==> config.mk <==
export PLATFORM = sky130hd
export DESIGN_NAME = arb_mux_rr
export DESIGN_NICKNAME = d
export VERILOG_FILES = /design/src/rtl/arb_mux_rr.sv
export SDC_FILE = /design/constraint.sdc
export NUM_CORES = 1
export LEC_CHECK = 0
export CORE_MARGIN = 2
export CORE_UTILIZATION = 29
export DETAILED_ROUTE_END_ITERATION = 10
export PLACE_DENSITY_LB_ADDON = 0.12
export SLEW_MARGIN = 20
export SYNTH_ARGS = -nofsm -noshare
export SYNTH_HDL_FRONTEND = slang
export SYNTH_SLANG_ARGS = --single-unit
==> constraint.sdc <==
create_clock -name clk -period 10.2 [get_ports clk]
set_input_delay 1.53 -clock clk [delete_from_list [all_inputs] [get_ports clk]]
set_output_delay 1.53 -clock clk [all_outputs]
set_load 0.05 [all_outputs]
==> src/rtl/arb_mux_rr.sv <==
// arb_mux_rr: registered N-channel request mux with valid/ready handshake.
// Fixed-select (mode=1) or round-robin (mode=0) grant, one output register.
//
// Ports:
//   clk, rst_n        clock, async active-low reset
//   in_data           N channels of WIDTH bits, ch i at [i*WIDTH +: WIDTH]
//   in_valid/ready    per-channel handshake
//   mode, sel         0 = round-robin, 1 = fixed channel sel
//   flush             drop the output item, accept nothing this cycle
//   out_data/src      registered item and the channel it came from
//   out_valid/ready   output handshake
module arb_mux_rr #(
  parameter int WIDTH = 16,
  parameter int N     = 5,
  parameter int SELW  = 3
) (
  input  logic                 clk,
  input  logic                 rst_n,
  input  logic [N*WIDTH-1:0]   in_data,
  input  logic [N-1:0]         in_valid,
  output logic [N-1:0]         in_ready,
  input  logic                 mode,
  input  logic [SELW-1:0]      sel,
  input  logic                 flush,
  output logic [WIDTH-1:0]     out_data,
  output logic [SELW-1:0]      out_src,
  output logic                 out_valid,
  input  logic                 out_ready
);

  typedef enum logic {
    EMPTY = 1'b0,
    FULL  = 1'b1
  } state_t;

  state_t            r_state;
  logic [WIDTH-1:0]  r_data;
  logic [SELW-1:0]   r_src;
  logic [SELW-1:0]   r_ptr;

  logic [WIDTH-1:0]  w_ch [N];
  logic              w_rr_hit;
  logic [SELW-1:0]   w_rr_idx;
  logic              w_fx_hit;
  logic              w_gnt_hit;
  logic [SELW-1:0]   w_gnt_idx;
  logic              w_accept;
  logic              w_take;
  logic [SELW:0]     w_cand;

  always_comb begin
    for (int i = 0; i < N; i++) begin
      w_ch[i] = in_data[i*WIDTH +: WIDTH];
    end
  end

  // Round-robin: search ptr+1, ptr+2, ... wrapping modulo N.
  // The extra bit in w_cand holds ptr+k before the wrap.
  always_comb begin
    w_rr_hit = 1'b0;
    w_rr_idx = '0;
    w_cand   = '0;
    for (int k = 1; k <= N; k++) begin
      w_cand = {1'b0, r_ptr} + (SELW+1)'(k);
      if (w_cand >= (SELW+1)'(N)) begin
        w_cand = w_cand - (SELW+1)'(N);
      end
      if (!w_rr_hit && in_valid[w_cand[SELW-1:0]]) begin
        w_rr_hit = 1'b1;
        w_rr_idx = w_cand[SELW-1:0];
      end
    end
  end

  // Out-of-range sel grants nothing.
  always_comb begin
    w_fx_hit = 1'b0;
    if (int'(sel) < N) begin
      w_fx_hit = in_valid[sel];
    end
  end

  always_comb begin
    w_gnt_hit = 1'b0;
    w_gnt_idx = '0;
    unique case (1'b1)
      mode: begin
        w_gnt_hit = w_fx_hit;
        w_gnt_idx = sel;
      end
      !mode: begin
        w_gnt_hit = w_rr_hit;
        w_gnt_idx = w_rr_idx;
      end
      default: begin
        w_gnt_hit = 1'b0;
        w_gnt_idx = '0;
      end
    endcase
  end

  assign w_accept = !flush && (r_state == EMPTY || out_ready);
  assign w_take   = w_accept && w_gnt_hit;

  always_comb begin
    in_ready = '0;
    if (rst_n && w_take) begin
      in_ready[w_gnt_idx] = 1'b1;
    end
  end

  always_ff @(posedge clk or negedge rst_n) begin
    if (!rst_n) begin
      r_state <= EMPTY;
      r_data  <= '0;
      r_src   <= '0;
      r_ptr   <= SELW'(N-1);
    end else if (flush) begin
      r_state <= EMPTY;
    end else if (w_take) begin
      r_state <= FULL;
      r_data  <= w_ch[w_gnt_idx];
      r_src   <= w_gnt_idx;
      if (!mode) begin
        r_ptr <= w_gnt_idx;
      end
    end else if (out_ready) begin
      r_state <= EMPTY;
    end
  end

  assign out_valid = (r_state == FULL);
  assign out_data  = r_data;
  assign out_src   = r_src;

endmodule

# Word level (Yosys, flattened, before mapping)
# Cells that the tools add are included.
[classes]
n_lt_le_gt_ge = 15
n_reduce_logical = 18
n_bitwise = 4
add_sub_neg = 10
muxes = 39
[op_table]
columns = ["cell", "n"]
rows = [
  ["binary-select mux 16 bit (select 3 bit)", 1],
  ["2-to-1 mux 16 bit", 2],
  ["2-to-1 mux 3 bit", 10],
  ["less-than comparator 3 x 4 -> 1 bit, second input constant", 7],
  [">= comparator 4 x 3 -> 1 bit, second input constant", 5],
  ["binary-select mux 1 bit (select 3 bit)", 6],
  ["2-to-1 mux 1 bit", 16],
  ["subtractor 3 bit, second input constant", 5],
  ["adder 3 x 2 -> 4 bit, second input constant", 2],
  ["adder 3 x 3 -> 4 bit, second input constant", 2],
  ["logical AND 1 bit", 8],
  ["logical NOT 1 bit", 6],
  ["case mux 3 bit (2 select lines)", 1],
  ["2-to-1 mux 5 bit", 1],
  ["adder 3 x 1 -> 4 bit, second input constant", 1],
  [">= comparator 4 bit, second input constant", 1],
  ["inverter 3 -> 4 bit", 1],
  ["demux 1 bit (select 3 bit)", 1],
  [">= comparator 3 x 1 -> 1 bit, second input constant", 1],
  ["less-than comparator 3 bit, second input constant", 1],
  ["inverter 1 bit", 3],
  ["AND reduction 3 bit", 1],
  ["nonzero test 3 bit", 1],
  ["case mux 1 bit (2 select lines)", 1],
  ["2 further kinds", 2],
]
[word_totals]
elab_cells = 90
ff_bits = 23
out_inout_bits = 25
inputBits = 93

# Longest topological paths before layout
# Gate-level depths: netlist of run 1.
[logic_depth]
word_depth = 24
depth_mapped = 20
ltp_nobuf = 15

# Worst setup path before layout of run 1
# OpenSTA, ideal clock, no wires.
[synth_timing]
path_type = "input-to-output"
from = "input port in_valid[2]"
to = "output port in_ready[2]"
path_slack_ns = 4.232
path_buffers = 2
path_stages = 11
t_required_ns = 8.670
arrival_ns = 4.438
cell_sequence = "clkbuf_1 mux2i_1 nand2_1 o31ai_1 a2111o_1 a31oi_1 or4b_1 a32oi_2 o2bb2ai_2 buf_2 nor2b_1"
[synth_via]
elab_chain_cells = 21
word_cells_on_any_way = 41
classes_between = "2 x order compare; 28 x mux; 11 x reduce/logical"
[synth_rtl]
columns = ["element", "line", "rtl"]
rows = [
  ["start, declared", "20", "input logic [N-1:0] in_valid,"],
  ["binary-select mux 1 bit (select 3 bit)", "68", "if (!w_rr_hit && in_valid[w_cand[SELW-1:0]]) begin"],
  ["2-to-1 mux 1 bit (not written as such)", "68", ""],
  ["2-to-1 mux 1 bit", "68", ""],
  ["logical NOT 1 bit", "68", ""],
  ["logical AND 1 bit", "68", ""],
  ["2-to-1 mux 1 bit", "68", ""],
  ["logical NOT 1 bit", "68", ""],
  ["logical AND 1 bit", "68", ""],
  ["[5 not listed]", "n/a", ""],
  ["logical AND 1 bit", "68", ""],
  ["2-to-1 mux 3 bit", "68", ""],
  ["case mux 3 bit (2 select lines)", "86", "unique case (1'b1)"],
  ["less-than comparator 3 x 4 -> 1 bit (not written as such) or >= comparator 3 x 1 -> 1 bit (tied branches)", "108", "in_ready[w_gnt_idx] = 1'b1;"],
  ["logical AND 1 bit (not written as such)", "108", ""],
  ["2-to-1 mux 1 bit (not written as such)", "108", ""],
  ["demux 1 bit (select 3 bit)", "108", ""],
  ["2-to-1 mux 5 bit *", "107", "if (rst_n && w_take) begin"],
  ["end, declared", "21", "output logic [N-1:0] in_ready,"],
]
# Every way passes the cells marked *; elsewhere a longest branch is shown, timed or not. The select of a mux whose other input is x is not followed.

# Final worst setup path of run 1
[layout_timing]
from = "register r_ptr[0]"
to = "output port in_ready[1]"
[layout_via]
elab_chain_cells = 24
word_cells_on_any_way = 58
classes_between = "10 x add/sub; 7 x order compare; 30 x mux; 11 x reduce/logical"
[layout_rtl]
columns = ["element", "line", "rtl"]
rows = [
  ["start, declared", "39", "logic [SELW-1:0] r_ptr;"],
  ["start signal, assigned", "117", "r_ptr <= SELW'(N-1);"],
  ["start signal, assigned", "125", "r_ptr <= w_gnt_idx;"],
  ["adder 3 x 1 -> 4 bit", "64", "w_cand = {1'b0, r_ptr} + (SELW+1)'(k);"],
  [">= comparator 4 x 3 -> 1 bit or subtractor 3 bit (tied branches)", "65, 66", ""],
  ["2-to-1 mux 3 bit", "65", "if (w_cand >= (SELW+1)'(N)) begin"],
  ["binary-select mux 1 bit (select 3 bit)", "68", ""],
  ["2-to-1 mux 1 bit (not written as such)", "68", ""],
  ["2-to-1 mux 1 bit", "68", ""],
  ["logical NOT 1 bit", "68", ""],
  ["logical AND 1 bit", "68", ""],
  ["[8 not listed]", "n/a", ""],
  ["logical AND 1 bit", "68", ""],
  ["2-to-1 mux 3 bit", "68", ""],
  ["case mux 3 bit (2 select lines)", "86", ""],
  ["less-than comparator 3 x 4 -> 1 bit (not written as such) or >= comparator 3 x 1 -> 1 bit (tied branches)", "108", ""],
  ["logical AND 1 bit (not written as such)", "108", ""],
  ["2-to-1 mux 1 bit (not written as such)", "108", ""],
  ["demux 1 bit (select 3 bit)", "108", ""],
  ["2-to-1 mux 5 bit *", "107", ""],
]
# Marks and branches as above.

==> results.md, run 1 <==
* Antenna violation net count after detailed routing at 0
* Total number of nets in the final design at 610
* Number of buffers created by CTS at 3
* Root buffer cell: sky130_fd_sc_hd__clkbuf_8
* Unrepaired setup endpoints after global routing: no
* Number of buffer cells added on primary ports at 117
* Worst flop-to-flop path startpoint: r_ptr[0]
* Kind of start point of the critical path: register
* Hold violation total from the final report at 0
* Mapped Cells at 413
* Die area at 0.0111 mm2
* Total standard cell area after synthesis at 0.00297 mm2
* Most common cell after layout, fill and taps aside: sky130_fd_sc_hd__clkdlybuf4s50_1
* Timing-limited maximum frequency at 137 MHz
* Path type of the worst min-delay path: reg2reg
* Crit path cell chain: buf_4 -> inv_1 -> ha_1 -> inv_1 -> a211oi_1 -> a21oi_1 -> o2111ai_1 -> nand2_1 -> or4b_1 -> a32oi_2 -> o22a_1 -> nor2_1 -> clkdlybuf4s50_1
* Endpoint arrival time on the critical path at 5780 ps
* Post-synth net total at 517
* Final count of negative-setup-slack endpoints at 0
* Asr flop ratio synth at 1.00
* Largest family of logic cells by synthesized area: simple AND/OR/NAND/NOR gates
* Worst Hold End: out_src[2]
* Top library cells by usage in the layout, fill and taps aside: sky130_fd_sc_hd__clkdlybuf4s50_1 (117), sky130_fd_sc_hd__nand2_1 (80), sky130_fd_sc_hd__nor2_1 (39)
* Setup Fix Bufs, Post-CTS at 0
* Count of synthesis-stage warnings from yosys at 0
* Multiplexer area fraction after synthesis at 0.0459
* Synthesis-to-finish area growth at 42.3%
* Period utilization at 0.717
* Mean instance size in the synthesized netlist at between 7 and 8 um2
* R2R Path End: out_data[12]
* Drt wl/cell at about 17 um
* Area of the placeable core at 0.00986 mm2
* Maximum level of the CTS H-tree at 1
* Reg2reg path depth at 15
* Area fraction in compound gates after synthesis at 0.303
* Average via count per standard cell at 5.33
* Hold WS at 503 ps
* Starting Density at 0.301
* TNS Setup at 0 ps
* Row count at 36
* Share of synthesized area occupied by flip-flops and latches at 0.194
* Quantity of hold-fixing buffers added after cts at 0
* Slowest cell delay on critical path at 840 ps
* Ant diodes at 0
* Dominant delay contributor by cell family on the critical path: buffers and inverters
* Cell depth of the worst min-delay path at 2
* Worst slew pin tran at 799 ps
* DR pass1 iterations at 5
* Adder-Cell Fraction of Synth Area at 0.0488
* Vias in the first global route at 3,339
* Largest clock skew in the final design at 3.14 ps
* Worst endpoint required time at 8670 ps
* Xor and xnor fraction of the mapped netlist area at 0.0114
* Worst supply voltage drop on vdd at between 0.1 and 0.15 mV
* Number of synthesized register bits at 23
* Netlist cell types at 65
* Maximum number of pins on one net before global-route repair at between 40 and 50
* Slowest cell on crit path: sky130_fd_sc_hd__ha_1
* Post-Synth Simple-Gate Area at 0.325
* Non-Filler Cell Area, Final at 0.00423 mm2
* Leakage power total at 0.00167 uW
* Detailed placer's ending HPWL at 7820 um
* Worst setup EP type: output pin
* Total via count in the routed design at 3,399
* Crit Path Class: reg2out
* Overall die height at 105 um
* Setup slack, reg-to-reg at 5070 ps
* Gr ovfl total at 0
* HP Start: out_src[2]
* Most frequent CP cell: sky130_fd_sc_hd__inv_1
* Ports at around 120
* Final WL at 10,600 um
* Final Slew Violations at 0
* Number of buffer and inverter instances along the worst setup path at 4
* Wire length of the first global-routing pass at 17,400 um
* Number of enable-type register cells in the synthesized netlist at 0
* Slew HR at 0.467
* Antenna violations before repair at 0
* Aggregate global-route resource usage at 0.191
* Filler Cell Count at ~1,000
* TritonCTS clock tree: yes
* DRC violations left at 0
* Gates resized, CTS repair at 0
* Top FF cell, synth: sky130_fd_sc_hd__dfrtp_1
* Initial DRC count at between 100 and 150
* Post-DP Area at 0.00417 mm2
* Clk pin slew, worst setup/hold paths at 90 ps
* Max Cap Violations at 0
* Worst-case clock buffer depth at 2
* Peak fanout along the critical path at 40
* Status: finished, final reports clean
* Layout cell share with drive strength beyond 1 at 0.0535
* Shortest clock period the worst path allows after layout at 7310 ps
* Power density over the cells at 355 mW/mm2
* Clock latency reported for the late side of the worst-skew pair at 270 ps
* Placer Congestion at 0.892
* Clock Sink Count at 23
* Chip Width at roughly 110 um
==> state kept, by name, summed over array words and instances, names as in the netlist <==
register	count
out_src	3
out_valid	1
out_data	16
r_ptr	3
==> kinds of logic after synthesis <==
kind of cell | count (synthesis)
multiplexers | 12
flip-flops | 23
XOR/XNOR | 3
buffers and inverters | 44
AO/OA/AOI/OAI | 120
adder cells (fa/ha/maj) | 11
AND/OR/NAND/NOR | 200
==> worst min-delay path, stage by stage, from the launching register on <==
cell and delay (ps):
sky130_fd_sc_hd__dfrtp_1 370, sky130_fd_sc_hd__nand2_1 50, sky130_fd_sc_hd__nand2_1 60
==> layer usage <==
layer  share of wire  GRT usage  routed length (um)  vias up
met5               0          0                   0        -
met4          0.0058     0.0352                  62        0
met3           0.085     0.0544                 902        6
met2            0.47      0.329                5010      131
met1            0.44      0.240                4660     1579
li1                -          -                   -     1683
==> cells in the mapped netlist (2+ instances only) <==
master	count	area, um2
sky130_fd_sc_hd__clkbuf_1	12	45.0
sky130_fd_sc_hd__a21oi_1	14	70.1
sky130_fd_sc_hd__nand3b_1	2	15.0
sky130_fd_sc_hd__o31ai_4	2	42.5
sky130_fd_sc_hd__mux2i_1	10	100
sky130_fd_sc_hd__nor2b_1	8	50.1
sky130_fd_sc_hd__a21boi_0	2	15.0
sky130_fd_sc_hd__and2_1	5	31.3
sky130_fd_sc_hd__a22oi_1	2	15.0
sky130_fd_sc_hd__dfrtp_1	22	551
sky130_fd_sc_hd__buf_4	4	30.0
sky130_fd_sc_hd__and4_1	3	26.3
sky130_fd_sc_hd__buf_2	15	75.1
sky130_fd_sc_hd__o22ai_1	3	18.8
sky130_fd_sc_hd__a211oi_1	9	67.6
sky130_fd_sc_hd__nor2_2	2	12.5
sky130_fd_sc_hd__nor2_1	39	146
sky130_fd_sc_hd__nand3_1	11	55.1
sky130_fd_sc_hd__o221ai_1	2	17.5
sky130_fd_sc_hd__a21o_1	17	128
sky130_fd_sc_hd__a211o_1	2	17.5
sky130_fd_sc_hd__o21ai_0	12	60.1
sky130_fd_sc_hd__a31oi_1	19	119
sky130_fd_sc_hd__or4b_1	2	20.0
sky130_fd_sc_hd__nand2b_1	15	93.8
sky130_fd_sc_hd__buf_6	2	22.5
sky130_fd_sc_hd__nor3_2	3	30.0
sky130_fd_sc_hd__inv_1	9	33.8
sky130_fd_sc_hd__nor3_1	7	35.0
sky130_fd_sc_hd__and3_1	18	113
sky130_fd_sc_hd__ha_1	10	125
sky130_fd_sc_hd__a311oi_1	16	140
sky130_fd_sc_hd__nand2_1	80	300
sky130_fd_sc_hd__xnor2_1	2	17.5
sky130_fd_sc_hd__o2111ai_1	2	17.5
==> area by class of cell <==
class | instances | area [um2] | share of cell area
clock buffers | 3 | 41.3 | 0.00976
flip-flops and latches | 23 | 577 | 0.136
well taps | 133 | 166 | 0.0393
inverters | 10 | 37.5 | 0.00887
repair buffers | 122 | 1210 | 0.286
multi-input cells | 346 | 2190 | 0.519
clock inverters | 1 | 5.00 | 0.00118
==> through the flow <==
| stage | setup WS, ps | utilization | power (uW) | std cells |
|---|---|---|---|---|
| final | 2890 | 0.429 | 1500 | 638 |
| after global routing | 2430 | 0.429 | 1630 | 638 |
| after CTS | 2910 | 0.428 | 1490 | 638 |
| after detailed placement | 3000 | 0.423 | 1420 | 634 |
| after global placement | 3050 | 0.423 | 1430 | 634 |
| after floorplan | 4230 | - | 1140 | 413 |
==> report_power, final <==
part / switching, uW / internal, uW / total (uW) / leakage, uW
clock: 33.4 / 27.4 / 60.8 / 0.0000255
sequential: 35.3 / 137 / 172 / 0.000267
combinational: 803 / 464 / 1270 / 0.00138
==> how the worst max path moves through the flow <==
stage                             end  slack [ps]   startpoint  cells past startpoint
after floorplan           in_ready[2]        4230  in_valid[2]                     11
after global routing      in_ready[1]        2430     r_ptr[0]                     13
after CTS                 in_ready[2]        2910     r_ptr[0]                     13
final                     in_ready[1]        2890     r_ptr[0]                     13
after global placement    in_ready[3]        3050  in_valid[3]                     11
after detailed placement  in_ready[2]        3000  in_valid[1]                     11
No activity file was read; power rests on OpenSTA's default activity.
==> run 2: changes to the inputs <==
Clock period 10.2 ns to 6.7 ns, I/O delays scaled along.
==> run 2 against run 1 <==
Against the previous run: via count grew 2.1%; global-route usage grew 0.27 points; power grew 53%; sequential power grew 52%; cell count grew 0.47%; wire length grew 1.1%; clock-buffer cell count is the same; clock power grew 53%; register-to-register slack lost 3200 ps; combinational power grew 53%; die area is the same; largest power group unchanged; highest routed layer unchanged.
==> results.md, run 2 (synthesis results as in run 1) <==
* Status: finished, final reports clean
* Most common cell after layout, fill and taps aside: sky130_fd_sc_hd__clkdlybuf4s50_1
* Row count at 36
* Quantity of hold-fixing buffers added after cts at 0
* Worst endpoint required time at between 5000 and 6000 ps
* Clock latency reported for the late side of the worst-skew pair at 270 ps
* Vias in the first global route at 3,578
* Clock Sink Count at 23
* Non-Filler Cell Area, Final at 0.00427 mm2
* Final count of negative-setup-slack endpoints at 0
* Cell depth of the worst min-delay path at 2
* DRC violations left at 0
* Final Slew Violations at 0
* Layout cell share with drive strength beyond 1 at 0.0689
* Worst slew pin tran at 812 ps
* Number of buffer cells added on primary ports at 117
* Synthesis-to-finish area growth at 43.5%
* Maximum number of pins on one net before global-route repair at 40
* Ant diodes at 0
* DR pass1 iterations at 4
* Antenna violations before repair at 0
* Starting Density at 0.301
* Pre-CTS setup slack at ~1300 ps
* Switching Share at 0.577
* Power density over the cells at 538 mW/mm2
* Slew HR at 0.458
* Worst supply voltage drop on vdd at 0.193 mV
* Max FFs per register at 16
* Placer Congestion at 0.937
* Path type of the worst min-delay path: reg2reg
* Ports at 118
* Max Cap Violations at 0
* Die area at 0.0111 mm2
* Detailed placer's ending HPWL at 8000 um
* Switching power of the nets at 1320 uW
* R2R Path End: out_data[1]
* Clk pin slew, worst setup/hold paths at 100 ps
* TritonCTS clock tree: yes
* Int Pwr at between 900 and 1000 uW
* Total number of nets in the final design at 613
* Reg2reg path depth at 14
* Drt wl/cell at 16.8 um
* Endpoint arrival time on the critical path at 4740 ps
* Initial DRC count at 143
* Worst-case clock buffer depth at 2
* Average via count per standard cell at between 5 and 6
* TNS Setup at 0 ps
* Setup Fix Bufs, Post-CTS at 0
* Hold violation total from the final report at 0
* Wire length of the first global-routing pass at roughly 18,000 um
* Gates resized, CTS repair at 0
* Area of the placeable core at between 0.009 and 0.01 mm2
* Setup slack, reg-to-reg at 1860 ps
* Timing-limited maximum frequency at approximately 170 MHz
* Largest clock skew in the final design at 4.64 ps
* Crit Path Class: reg2out
* Maximum level of the CTS H-tree at 1
* Chip Width at 105 um
* Antenna violation net count after detailed routing at 0
* Filler Cell Count at 1,034
* Worst flop-to-flop path startpoint: r_ptr[1]
* Sequential fraction of design power at 0.114
* Total via count in the routed design at 3,470
* Worst Hold End: out_src[2]
* Top library cells by usage in the layout, fill and taps aside: sky130_fd_sc_hd__clkdlybuf4s50_1 (112), sky130_fd_sc_hd__nand2_1 (80), sky130_fd_sc_hd__nor2_1 (39)
* Number of buffers created by CTS at 3
* Peak fanout along the critical path at 18
* Leakage power total at between 0.0015 and 0.002 uW
* Final WL at between 10,000 and 15,000 um
* Worst setup EP type: output pin
* Gr ovfl total at 0
* Hold WS at just under 500 ps
* HP Start: out_src[2]
* Period utilization at 0.857
* Aggregate global-route resource usage at 0.194
* Overall die height at ~110 um
* Min setup slack post-route at 959 ps
* Shortest clock period the worst path allows after layout at 5740 ps
* Fraction of power consumed by the clock network at 0.041
* Combinational power share at 0.846
* Root buffer cell: sky130_fd_sc_hd__clkbuf_8
* Kind of start point of the critical path: register
* Unrepaired setup endpoints after global routing: no
* Post-DP Area at 0.00422 mm2
[run 2: cell type report]
class	instances	area, um2	share of cell area
Clock inverter	1	5.00	0.00117
Timing Repair Buffer	125	1260	0.295
Clock buffer	3	41.3	0.00968
Sequential cell	23	577	0.135
Inverter	10	37.5	0.00880
Tap cell	133	166	0.0390
Multi-Input combinational cell	346	2180	0.512
[run 2: how the worst max path moves through the flow]
stage | cells after the start | endpoint | startpoint | slack (ps)
2_1_floorplan | 16 | in_ready[2] | r_ptr[0] | 1500
3_3_place_gp | 12 | in_ready[1] | in_valid[1] | 1290
3_5_place_dp | 12 | in_ready[1] | in_valid[1] | 1260
4_1_cts | 12 | in_ready[1] | r_ptr[1] | 950
5_1_grt | 13 | in_ready[3] | r_ptr[1] | 510
6_report | 12 | in_ready[1] | r_ptr[1] | 960
[run 2: critical path: stages (launching register included)]
cell and delay [ps]:
sky130_fd_sc_hd__dfrtp_1 610, sky130_fd_sc_hd__inv_1 280, sky130_fd_sc_hd__ha_1 740, sky130_fd_sc_hd__inv_1 270, sky130_fd_sc_hd__xnor2_2 450, sky130_fd_sc_hd__mux2i_2 350, sky130_fd_sc_hd__nand2b_1 120, sky130_fd_sc_hd__or4b_1 490
sky130_fd_sc_hd__a32oi_2 290, sky130_fd_sc_hd__o22a_1 340, sky130_fd_sc_hd__buf_4 260, sky130_fd_sc_hd__nor2_1 60, sky130_fd_sc_hd__buf_4 190
[run 2: power by group through the flow]
stage / Clock (uW) / Combinational [uW] / Sequential, uW
2_1_floorplan: 0 / 1270 / 461
3_3_place_gp: 0 / 1940 / 260
3_5_place_dp: 0 / 1940 / 262
4_1_cts: 98.2 / 1950 / 261
5_1_grt: 103 / 2130 / 272
6_report: 93.3 / 1940 / 261
[run 2: routing by layer]
layer / vias up / global-route usage / share of wire
met1: 1650 / 0.239 / 0.43
met3: 6 / 0.0544 / 0.085
li1: 1689 / - / -
met5: - / 0 / 0
met4: 0 / 0.0514 / 0.0081
met2: 125 / 0.332 / 0.47
[run 2: per-stage QoR]
stage	util	cells	total power [uW]
global placement	0.428	637	2190
global route	0.432	641	2510
floorplan	-	413	1730
detailed placement	0.428	637	2200
CTS	0.432	641	2310
finish	0.432	641	2300
==> run 3: changes to the inputs <==
Settings changed: CORE_MARGIN 2 to 10, SETUP_SLACK_MARGIN set to 0.4.
==> run 3 against run 2 <==
Against the previous run: clock-buffer cell count did not move; highest routed layer unchanged; worst hold slack got worse by 1.7 ps; power rose by 0.64%; global-route usage fell by 3.7 points; critical path depth did not move; via count fell by 1.5%; clock power fell by 5.7%; combinational power barely moved; die area rose by 33%; first-iteration DRC count rose by 52%; worst setup slack improved by 100 ps; largest cell class unchanged.
==> results.md, run 3 (synthesis results as in run 1) <==
* Power density over the cells at 543 mW/mm2
* Endpoint arrival time on the critical path at between 4000 and 5000 ps
* Top library cells by usage in the layout, fill and taps aside: sky130_fd_sc_hd__clkdlybuf4s50_1 (112), sky130_fd_sc_hd__nand2_1 (80), sky130_fd_sc_hd__nor2_1 (39)
* Layout cell share with drive strength beyond 1 at 0.0671
* Final WL at ~12,000 um
* Power after layout at between 2000 and 2500 uW
* Total via count in the routed design at roughly 3,400
* Gr ovfl total at 0
* Final Slew Violations at 0
* Pre-CTS setup slack at 1320 ps
* Clock latency reported for the late side of the worst-skew pair at 260 ps
* Path type of the worst min-delay path: reg2reg
* Setup Fix Bufs, Post-CTS at 0
* Synthesis-to-finish area growth at 43.2%
* TNS Setup at 0 ps
* Fraction of power consumed by the clock network at 0.038
* TritonCTS clock tree: yes
* Min setup slack post-route at 1060 ps
* Average via count per standard cell at roughly 5.3
* Overall die height at 121 um
* Period utilization at 0.841
* Ports at 118
* Quantity of hold-fixing buffers added after cts at 0
* Leakage power total at ~0.0017 uW
* Wire length of the first global-routing pass at roughly 19,000 um
* Gates resized, CTS repair at 0
* Status: finished, final reports clean
* Hold WS at 494 ps
* Worst supply voltage drop on vdd at 0.245 mV
* Chip Width at approximately 120 um
* Initial DRC count at 217
* Clk pin slew, worst setup/hold paths at approximately 90 ps
* Int Pwr at 968 uW
* Placer Congestion at 0.877
* Final count of negative-setup-slack endpoints at 0
* Drt wl/cell at 18.5 um
* Most common cell after layout, fill and taps aside: sky130_fd_sc_hd__clkdlybuf4s50_1
* DR pass1 iterations at 5
* Root buffer cell: sky130_fd_sc_hd__clkbuf_8
* Setup slack, reg-to-reg at 1920 ps
* Worst setup EP type: output pin
* Sequential fraction of design power at 0.114
* Peak fanout along the critical path at 18
* Unrepaired setup endpoints after global routing: no
* Non-Filler Cell Area, Final at 0.00426 mm2
* Post-DP Area at 0.00421 mm2
* Clock Sink Count at 23
* Vias in the first global route at 3,615
* Switching Share at 0.581
* Worst-case clock buffer depth at 2
* Maximum level of the CTS H-tree at 1
* Starting Density at 0.301
* Die area at 0.0147 mm2
* Worst slew pin tran at 764 ps
* Maximum number of pins on one net before global-route repair at 40
* Number of buffers created by CTS at 3
* Aggregate global-route resource usage at 0.158
* Detailed placer's ending HPWL at 9010 um
* Total number of nets in the final design at around 610
* Number of buffer cells added on primary ports at 117
* Worst endpoint required time at 5690 ps
* Antenna violations before repair at 0
* Timing-limited maximum frequency at between 150 and 200 MHz
* Area of the placeable core at 0.00986 mm2
* Max FFs per register at 16
* Row count at 36
* Switching power of the nets at approximately 1300 uW
* Combinational power share at 0.848
* Antenna violation net count after detailed routing at 0
* Crit Path Class: reg2out
* Max Cap Violations at 0
* DRC violations left at 0
* Hold violation total from the final report at 0
* Largest clock skew in the final design at between 2 and 2.5 ps
* Kind of start point of the critical path: register
* Slew HR at 0.490
* Shortest clock period the worst path allows after layout at 5640 ps
* Ant diodes at 0
run 3: cell types whose count changed in the layout (fill, tap and decap cells not counted):
| cell | change |
|---|---|
| sky130_fd_sc_hd__buf_4 | -1 |
run 3: cell type report:
type	instances	area, um2
sequential	23	577
fill	1034	5610
clock buffer	3	41.3
inverter	10	37.5
multi-input combinational	346	2180
timing repair buffer	124	1250
tap	133	166
clock inverter	1	5.00
run 3: metrics by stage:
stage               cells   util
finish                640  0.432
global route          640  0.432
CTS                   640  0.432
detailed placement    636  0.427
global placement      636  0.427
floorplan             413      -
run 3: final timing paths:
check                           startpoint           end  cells after the start
worst min register to register  out_src[0]    out_src[0]                      2
max in group asynchronous            rst_n      r_ptr[2]                      2
worst min-delay path            out_src[0]    out_src[0]                      2
worst max-delay path              r_ptr[1]   in_ready[1]                     12
min in group asynchronous            rst_n  out_data[12]                      2
worst max register to register    r_ptr[1]   out_data[6]                     13
run 3: per-layer routing:
layer | part of all wire | GRT usage
met1 | 0.42 | 0.194
met2 | 0.46 | 0.248
met3 | 0.097 | 0.0679
met4 | 0.016 | 0.0395
met5 | 0 | 0
run 3: power groups by stage:
| stage | Combinational, uW | Clock, uW | Sequential, uW |
|---|---|---|---|
| 2_1_floorplan | 1270 | 0 | 461 |
| 3_3_place_gp | 1960 | 0 | 261 |
| 3_5_place_dp | 1960 | 0 | 264 |
| 4_1_cts | 1970 | 92.3 | 264 |
| 5_1_grt | 2150 | 99.8 | 274 |
| 6_report | 1960 | 88.0 | 263 |
run 3: critical path: stages, from the launching register on:
cell                       delay, ps
sky130_fd_sc_hd__dfrtp_1         600
sky130_fd_sc_hd__inv_1           270
sky130_fd_sc_hd__ha_1            740
sky130_fd_sc_hd__inv_1           270
sky130_fd_sc_hd__xnor2_2         470
sky130_fd_sc_hd__mux2i_2         340
sky130_fd_sc_hd__nand2b_1        130
sky130_fd_sc_hd__or4b_1          510
sky130_fd_sc_hd__a32oi_2         280
sky130_fd_sc_hd__o22a_1          200
sky130_fd_sc_hd__buf_4           250
sky130_fd_sc_hd__nor2_1           90
sky130_fd_sc_hd__buf_4           200
==> edit (flow settings as in run 2) <==
`SELW`: 3 -> 4.
--- a/src/rtl/arb_mux_rr.sv
+++ b/src/rtl/arb_mux_rr.sv
@@ -12,7 +12,7 @@
 module arb_mux_rr #(
   parameter int WIDTH = 16,
   parameter int N     = 5,
-  parameter int SELW  = 3
+  parameter int SELW  = 4
 ) (
   input  logic                 clk,
   input  logic                 rst_n,
Interface: changed (resized out_src and sel); port bits go from 118 to 120. The function was not compared with the original's and may differ.
==> edit against run 2 <==
Area after synthesis rose by 25%; cell area increased by 21%; global-route usage increased by 1.5 points; sequential cell count grew 2; final cell count grew 17%; worst setup slack got worse by 570 ps; wire length grew 33%; sequential share of layout area fell by 1.4 points.
Power is not shown: default switching activity piles up to over one toggle a cycle in this logic, so the estimate is an artifact.
==> edit: results (changes against run 2) <==
Max Slew Vio Count 0 (unchanged); Yosys top cell area share 16.2% (-2.3 points); Root Driver clkbuf_16; final worst clock skew 2.22 ps (-2.42 ps); Arrival @ worst endpoint 5300 ps (+560 ps); vias in the first global route 4147 (+16%); Cell variety after synth 75 (+15%); GPL Wtd Cong 0.975 (+4.1%); Tot GR Track Use 20.9% (+1.5 points); Net count, final 691 (+13%); Synthesized Nets 592 (+15%); CP peak stage delay 790 ps (+50 ps); Slew @ Worst Pin 929 ps (+117 ps); CP top delay family simple AND/OR/NAND/NOR gates; # port buffers 119 (+1.7%); dpl hpwl 11.2 mm (+40%); Slowest-stage cell, CP dfrtp_1; layout cells sized above 1 10.5% (+3.6 points); wire length per cell 19.0 um (+13%); post-synthesis sequential area ratio 16.9% (-2.5 points); CTS clk-pin slew, worst paths 70 ps (-30 ps); status finished, final reports clean; top cells by area, synth dfrtp_1 (16%), nand2_1 (6.3%), ha_1 (5.1%), a21oi_1 (4.6%), mux2_2 (4.6%); Starting DRT DRC Count 408 (+190%); TritonRoute pass-1 iters 5 (+1); max reg flops 16 (unchanged)
-- edit: cells by family (layout without fill, tap and decap cells) --
logic type / Yosys count / in the layout / share of synthesized area [%]
flip-flops: 25 / 25 / 16.9
XOR/XNOR: 16 / 16 / 4.19
multiplexers: 35 / 35 / 11.3
AND/OR/NAND/NOR: 183 / 183 / 26.0
adder cells (fa/ha/maj): 15 / 15 / 5.07
buffers and inverters: 50 / 148 / 5.74
AO/OA/AOI/OAI: 159 / 159 / 30.7
-- edit: stage by stage --
step / std cells / setup slack (ps) / hold slack, ps / util [%] / instance area, sq um
after floorplan: 483 / 515 / 709 / - / 3700
after global placement: 749 / 795 / 478 / 40.4 / 5080
after detailed placement: 749 / 774 / 480 / 40.4 / 5080
after CTS: 753 / 455 / 496 / 41.0 / 5160
after global routing: 753 / 12.2 / 522 / 41.0 / 5160
final: 753 / 394 / 492 / 41.0 / 5160
-- edit: worst min-delay path: cells and delay by family, from the launching register on --
family	cells	cell delay, ps
compound gates	1	60
flops	1	350
simple gates	1	50
-- edit: path summary, 6_finish.rpt --
kind	from	slack [ps]	depth (start not counted)	endpoint
max	r_ptr[0]	390	15	in_ready[3]
min	out_src[1]	490	2	out_src[1]
max reg2reg	r_ptr[0]	1360	16	out_data[8]
min reg2reg	out_src[1]	490	2	out_src[1]
max in group asynchronous	rst_n	5250	2	r_ptr[2]
min in group asynchronous	rst_n	1130	2	out_data[0]
-- edit: final cells by class --
| cell class | count | area, sq um |
|---|---|---|
| repair buffers | 131 | 1310 |
| well taps | 172 | 215 |
| multi-input cells | 408 | 2880 |
| fillers | 1268 | 7410 |
| clock buffers | 3 | 75.1 |
| inverters | 13 | 48.8 |
| flip-flops and latches | 25 | 627 |
| clock inverters | 1 | 5.00 |
-- edit: per-layer routing --
| layer | share of wire (%) | wire [um] | track usage, % | vias to the layer above |
|---|---|---|---|---|
| met3 | 7.4 | 1050 | 4.27 | 24 |
| li1 | - | - | - | 2018 |
| met2 | 45 | 6480 | 33.1 | 176 |
| met5 | 0 | 0 | 0 | - |
| met4 | 2.4 | 342 | 6.12 | 0 |
| met1 | 45 | 6440 | 28.8 | 2030 |
